===== config.mk =====
export PLATFORM = sky130hd
export DESIGN_NAME = mouse_pos_filter
export DESIGN_NICKNAME = d
export VERILOG_FILES = /design/src/rtl/mouse_pkg.sv /design/src/rtl/pos_clamp.sv /design/src/rtl/mouse_pos_filter.sv
export SDC_FILE = /design/constraint.sdc
export NUM_CORES = 1
export LEC_CHECK = 0
export CAP_MARGIN = 20
export CORE_ASPECT_RATIO = 1.2
export CORE_UTILIZATION = 35
export DETAILED_ROUTE_END_ITERATION = 10
export GPL_TIMING_DRIVEN = 0
export HOLD_SLACK_MARGIN = 0.15
export PLACE_DENSITY = 0.64
export SLEW_MARGIN = 30
export SYNTH_ARGS = -nofsm -noshare
export SYNTH_HDL_FRONTEND = slang
export SYNTH_HIERARCHICAL = 1
export SYNTH_SLANG_ARGS = --single-unit

===== constraint.sdc =====
create_clock -name clk -period 5.6 [get_ports clk]
set_clock_uncertainty 0.05 [all_clocks]
set_input_delay 1.12 -clock clk [delete_from_list [all_inputs] [get_ports clk]]
set_output_delay 1.12 -clock clk [all_outputs]
set_load 0.1 [all_outputs]

===== src/rtl/mouse_pkg.sv =====
// Shared widths, position payload and filter state type for the mouse position filter.
package mouse_pkg;

    localparam int unsigned POS_W = 12;
    localparam int unsigned CNT_W = 4;

    typedef enum logic [1:0] {
        IDLE    = 2'd0,
        QUALIFY = 2'd1,
        COMMIT  = 2'd2
    } mouse_filt_state_t;

    typedef struct packed {
        logic [POS_W-1:0] x;
        logic [POS_W-1:0] y;
    } mouse_pos_t;

endpackage


===== src/rtl/pos_clamp.sv =====
// Saturates one unsigned coordinate at MAX; purely combinational.
module pos_clamp
    import mouse_pkg::*;
#(
    parameter int unsigned MAX = 799
) (
    input  logic [POS_W-1:0] val_i,
    output logic [POS_W-1:0] val_c_o
);

    localparam logic [POS_W-1:0] MAX_V = POS_W'(MAX);

    // Unsigned compare, so large raw values saturate instead of wrapping.
    always_comb begin
        val_c_o = (val_i > MAX_V) ? MAX_V : val_i;
    end

endmodule


===== src/rtl/mouse_pos_filter.sv =====
// Debounces the synchronized mouse position, clamps it to the screen and
// commits it only after it has been stable; also edge-detects the left button.
module mouse_pos_filter
    import mouse_pkg::*;
#(
    parameter int unsigned X_MAX         = 799,
    parameter int unsigned Y_MAX         = 599,
    parameter int unsigned STABLE_CYCLES = 4
) (
    input  logic             clk,
    input  logic             rst_n,
    input  logic [POS_W-1:0] xpos_bf2,
    input  logic [POS_W-1:0] ypos_bf2,
    input  logic             left_bf2,
    output logic [POS_W-1:0] xpos,
    output logic [POS_W-1:0] ypos,
    output logic             pos_update,
    output logic             click
);

    localparam logic [CNT_W-1:0] STABLE_MAX = CNT_W'(STABLE_CYCLES);

    mouse_filt_state_t state_q, state_d;
    mouse_pos_t        cand_q, cand_d;
    mouse_pos_t        pos_q, pos_d;
    logic [CNT_W-1:0]  cnt_q, cnt_d;
    logic              pos_update_q, pos_update_d;
    logic              left_prev_q;
    logic              click_q, click_d;

    mouse_pos_t raw_c;
    mouse_pos_t clamp_src_c;
    mouse_pos_t clamp_c;
    logic       in_changed_c;

    assign raw_c        = {xpos_bf2, ypos_bf2};
    assign in_changed_c = (raw_c != cand_q);

    // IDLE judges the live input; QUALIFY/COMMIT judge the held candidate.
    assign clamp_src_c = (state_q == IDLE) ? raw_c : cand_q;

    pos_clamp #(.MAX(X_MAX)) u_clamp_x (
        .val_i   (clamp_src_c.x),
        .val_c_o (clamp_c.x)
    );

    pos_clamp #(.MAX(Y_MAX)) u_clamp_y (
        .val_i   (clamp_src_c.y),
        .val_c_o (clamp_c.y)
    );

    // Candidate sampling and saturating stability counter.
    always_comb begin
        cand_d = raw_c;
        cnt_d  = cnt_q;
        if (in_changed_c) begin
            cnt_d = '0;
        end else if (cnt_q < STABLE_MAX) begin
            cnt_d = cnt_q + CNT_W'(1);
        end
    end

    // Next-state and registered-output logic of the qualify/commit FSM.
    always_comb begin
        state_d      = state_q;
        pos_d        = pos_q;
        pos_update_d = 1'b0;
        unique case (state_q)
            IDLE: begin
                if (in_changed_c && (clamp_c != pos_q)) begin
                    state_d = QUALIFY;
                end
            end
            QUALIFY: begin
                if (in_changed_c) begin
                    state_d = QUALIFY;
                end else if (cnt_q == STABLE_MAX) begin
                    if (clamp_c == pos_q) begin
                        state_d = IDLE;
                    end else begin
                        state_d      = COMMIT;
                        pos_d        = clamp_c;
                        pos_update_d = 1'b1;
                    end
                end
            end
            COMMIT: begin
                state_d = IDLE;
            end
            default: begin
                state_d = IDLE;
            end
        endcase
    end

    // Left-button rising-edge detect, independent of the FSM.
    always_comb begin
        click_d = left_bf2 & ~left_prev_q;
    end

    // State and output registers; left_prev resets high to swallow a button held through reset.
    always_ff @(posedge clk or negedge rst_n) begin
        if (!rst_n) begin
            state_q      <= IDLE;
            cand_q       <= '0;
            cnt_q        <= '0;
            pos_q        <= '0;
            pos_update_q <= 1'b0;
            left_prev_q  <= 1'b1;
            click_q      <= 1'b0;
        end else begin
            state_q      <= state_d;
            cand_q       <= cand_d;
            cnt_q        <= cnt_d;
            pos_q        <= pos_d;
            pos_update_q <= pos_update_d;
            left_prev_q  <= left_bf2;
            click_q      <= click_d;
        end
    end

    assign xpos       = pos_q.x;
    assign ypos       = pos_q.y;
    assign pos_update = pos_update_q;
    assign click      = click_q;

endmodule

Word-level counts from Yosys, hierarchy flattened
Index checks and enable logic that the tools add are counted.
Widths: inputs -> output; s select.
Operators by class
  $add $sub $neg: 1
  order comparisons: 3
  equal/unequal tests: 7
  mux-type cells: 14
  bitwise gates (word level): 4
  reductions and logical operators: 5
Operators by type and width (count)
  $ne 24x24->1: 2
  $eq 24x24->1: 1
  $gt 12x10->1 const B: 2
  $mux 12: 2
  $mux 24: 1
  $mux 2: 4
  $mux 4: 2
  $add 4x1->4 const B: 1
  $eq 4x3->1 const B: 1
  $lt 4x3->1 const B: 1
  $mux 1: 4
  $pmux 2 s2: 1
  $reduce_and 4->1: 1
  $ne 3x3->1 const B: 1
  $not 1->1: 3
  $eq 2x1->1 const B: 1
  $logic_not 2->1: 1
  $ne 2x1->1 const B: 1
  $reduce_and 2->1: 1
  $reduce_bool 2->1: 1
  $and 1x1->1: 1
  $logic_and 1x1->1: 1
Word-level totals
  register bits: 57
  input port bits: 27
  output and inout port bits: 26
  logic and storage cells: 43

Depth between registers and ports, before layout
  depth in word-level cells: 9
  gate-level depth with buffers: 12
  depth with buffers taken out: 10

Hierarchy
The synthesis kept the hierarchy.
Modules (own cells, without submodules)
  mouse_pos_filter: instances 1, cells each 202, area each 2790.2 µm²
  pos_clamp (u_clamp_x): instances 1, cells each 16, area each 130.1 µm²
  pos_clamp (u_clamp_y): instances 1, cells each 20, area each 127.6 µm²

Worst setup path before layout
No wires, ideal clock.
  kind: register to register
  from: register state_q[1]
  to: register pos_q, in the netlist xpos[0]
  data arrival time: 3.529 ns
  setup slack: 1.894 ns
  cell stages (with the launch flop): 13
  buffers on the path: 2
  period minus slack after synthesis: 3.706 ns
  path through: dfrtp_1 > nor2_1 > clkbuf_1 > mux2_2 > a211oi_2 > nor2_1 > or4_1 > xnor2_1 > nand4_1 > nor4_1 > a2111oi_4 > buf_6 > mux2_4
RTL lines
  from (decl): line mouse_pos_filter.sv:23  | mouse_filt_state_t state_q, state_d;
  from (signal assigned): line mouse_pos_filter.sv:112  | state_q <= state_d;
  to (signal assigned): line mouse_pos_filter.sv:115  | pos_q <= pos_d;
  to (decl): line mouse_pos_filter.sv:25  | mouse_pos_t pos_q, pos_d;

==> results.txt <==
Longest Clk Path Bufs: 2
Vias in the first global route: 2105
Storage cell area: 0.001428 mm²
Min-delay src: left_prev_q
Hold Path End: click
CP max stage cell: nor4_1
Crit-path max FO: 10
Setup TNS: 0 ns
First-pass GRT wire length: 11100 µm
Seq/Total Area, Yosys: 0.4684
Latest clock arrival within the worst-skew pair: 0.34 ns
WS Path Type: flip-flop to flip-flop
Total gr overflow: 0
1st-iter DRT viols: 73
WP data required: 5.77 ns
Worst-Margin Slew: 0.9746 ns
Hold Path Depth: 1
Multi-input logic area: 0.001545 mm²
Drt pass-1 iters: 4
Clock sink count: 57
Detail Route Antenna Nets: 0
Max frequency: 0.2180 GHz
WL final: 6566 µm
Crit path largest cell delay: 0.77 ns
Post-synthesis cell type count: 40
Outcome: finished clean
# diodes: 0
Nets: 333
Bufs and invs on worst path: 2
Root Driver: clkbuf_8
Share of cells above drive strength 1: 0.2686
Syn Inst Count: 238
H-tree Lvls: 3
Cell taking the most area after synthesis: dfrtp_1
HPWL after DPL: 4913 µm
Worst slew margin relative to its limit: 0.3482
Total of max-cap violations: 0
Setup WS pre-CTS: 0.7971 ns
Tmin final: 4.586 ns
Tcrit/Tclk final: 0.8190
Routed WL per cell: 15.52 µm
Largest net degree at the start of global routing: 40
Ys Warns: 6
Total Die Area: 0.009087 mm²
Flop-to-flop setup slack: 1.01 ns
GRT Total Usage: 0.1647
Commonest non-fill, non-tap cell in the layout: dfrtp_1
Stages on the worst setup path: 12
CP Launch Type: flip-flop
Routed via count: 1968
Initial antenna violation count: 0
Worst min-delay path category: flip-flop to flip-flop
Crit path DAT: 4.76 ns
Final RePlAce weighted congestion: 0.7254
Fin. max-slew vios: 0
Die H: 104.2 µm
Final setup margin: 1.014 ns
Maximum VDD drop: 0.09688 mV
Via-per-instance ratio: 4.652
CTS tree: yes
Clock slew at reported path FFs: 0.07 ns
PwrDens: 242.7 mW/mm²
Reg2reg end: ypos[5]
RSZ-0062 raised after global routing: false
Cell Chain, Critical Path: nor2_1 > clkbuf_1 > mux2_2 > a211oi_2 > nor2_1 > or4_1 > xnor2_1 > nand4_1 > nor4_1 > a2111oi_4 > buf_6 > mux2_4
CORE AREA: 0.008288 mm²
Avg Synthesized Cell Area: 12.81 µm²
Top Ports: 53
Share of the synthesized area in the top cell type: 0.4598
Cts hold-fix bufs: 0
Count of final hold-check violations: 0
Critical Path Most Common Cell: nor2_1
Number of remaining DRC errors: 0
Setup violations, final: 0
PostCTS Resize Cnt: 0
Std-Cell Rows: 36
Synth top area cells: dfrtp_1 (46%), mux2_2 (10%), mux2_4 (9.9%), xnor2_1 (7.2%), xor2_1 (6.9%)
Crit-path leading delay family: simple AND/OR/NAND/NOR gates
R2R Path Start: state_q[1]
FILL cells: 792
Area grow syn2layout: 30.09%
CP endpoint kind: flip-flop
Die W: 87.19 µm
Port Buf Inserts: 52
Most frequent cells in the layout: dfrtp_1 (56), clkdlybuf4s50_1 (51), mux2_2 (28), xnor2_1 (25), xor2_1 (24)
Post-Syn Area: 0.003048 mm²
Total CTS buffers: 9
Reg2reg path depth: 12
Post-CTS Setup Bufs: 0
Initial Util: 0.3678
Lkg Pwr: 0.001606 µW
Synth Register Bits: 57
worst reg2reg max path, stage by stage, from the launching register on:
cell       delay (ns)
dfrtp_1          0.41
nor2_1           0.41
clkbuf_1         0.48
mux2_2           0.43
a211oi_2         0.26
nor2_1           0.07
or4_1            0.48
xnor2_1          0.17
nand4_1          0.12
nor4_1           0.77
a2111oi_4        0.27
buf_6            0.24
mux2_4           0.31
worst max path at each step:
stage / end / startpoint
after floorplan: xpos[0] / state_q[1]
after global placement: ypos[4] / ypos_bf2[5]
after detailed placement: ypos[5] / ypos_bf2[5]
after CTS: ypos[5] / state_q[1]
after global routing: xpos[3] / state_q[1]
final: ypos[5] / state_q[1]
area by class of cell:
| class | count | area share |
|---|---|---|
| timing repair buffer | 53 | 0.1357 |
| multi-input combinational | 169 | 0.3897 |
| inverter | 6 | 0.005680 |
| tap | 114 | 0.03597 |
| clock buffer | 11 | 0.03818 |
| clock inverter | 5 | 0.01956 |
| sequential | 57 | 0.3601 |
| buffer | 8 | 0.01515 |
cell usage after synthesis:
master / count
or3b_1: 1
nor2_4: 1
nand2b_1: 3
buf_6: 2
or4_1: 2
inv_1: 5
xnor2_1: 25
a2111oi_4: 1
a21oi_1: 2
inv_2: 1
buf_4: 4
nor2b_1: 1
dfstp_2: 1
ha_1: 2
nor4_1: 7
o311ai_4: 1
a211oi_2: 1
conb_1: 2
and2_1: 4
o311ai_0: 1
nand3b_1: 5
nand4_1: 9
nand3_1: 1
dfrtp_1: 56
mux2_2: 28
o211a_1: 1
and2_2: 1
nor2_1: 9
or3_1: 2
clkbuf_1: 2
or2_2: 1
xor2_1: 24
nor3_1: 1
o21ai_0: 1
and3_2: 1
nor4_2: 2
mux2_4: 20
o31ai_1: 1
and3_1: 2
nand2_1: 4
power by group:
part | internal, µW | switching, µW
Sequential | 422 | 5.82
Combinational | 43.9 | 45.2
Clock | 273 | 173
kinds of logic after synthesis:
kind of cell	count (synthesis)	synth area share
AO/OA/AOI/OAI	9	0.03531
XOR/XNOR	49	0.1408
adder cells (fa/ha/maj)	2	0.008209
buffers and inverters	14	0.02709
flip-flops	57	0.4684
multiplexers	48	0.2020
other	2	0.002464
AND/OR/NAND/NOR	57	0.1158
layer usage:
layer,vias to the layer above,track usage,routed length [µm]
met5,-,0,0
met4,0,0.06792,114
met3,8,0.03651,221
met2,43,0.2525,3136
met1,954,0.2231,3094
li1,963,-,-
metrics by stage:
step / utilization / hold WS, ns / cell area [µm²] / cells / power, µW
after floorplan: - / 0.4137 / 3055 / 240 / 479.8
after global placement: 0.4487 / 0.4184 / 3719 / 406 / 522.7
after detailed placement: 0.4508 / 0.4266 / 3736 / 407 / 525.0
after CTS: 0.4784 / 0.4437 / 3965 / 423 / 972.4
after global routing: 0.4784 / 0.4628 / 3965 / 423 / 1003
final: 0.4784 / 0.4347 / 3965 / 423 / 962.4
state kept, by name, summed over array words and instances, names as in the netlist:
signal       cells
click            1
state_q          2
pos_update       1
cand_q          24
xpos            12
cnt_q            4
left_prev_q      1
ypos            12
(Power assumes the default switching activity.)
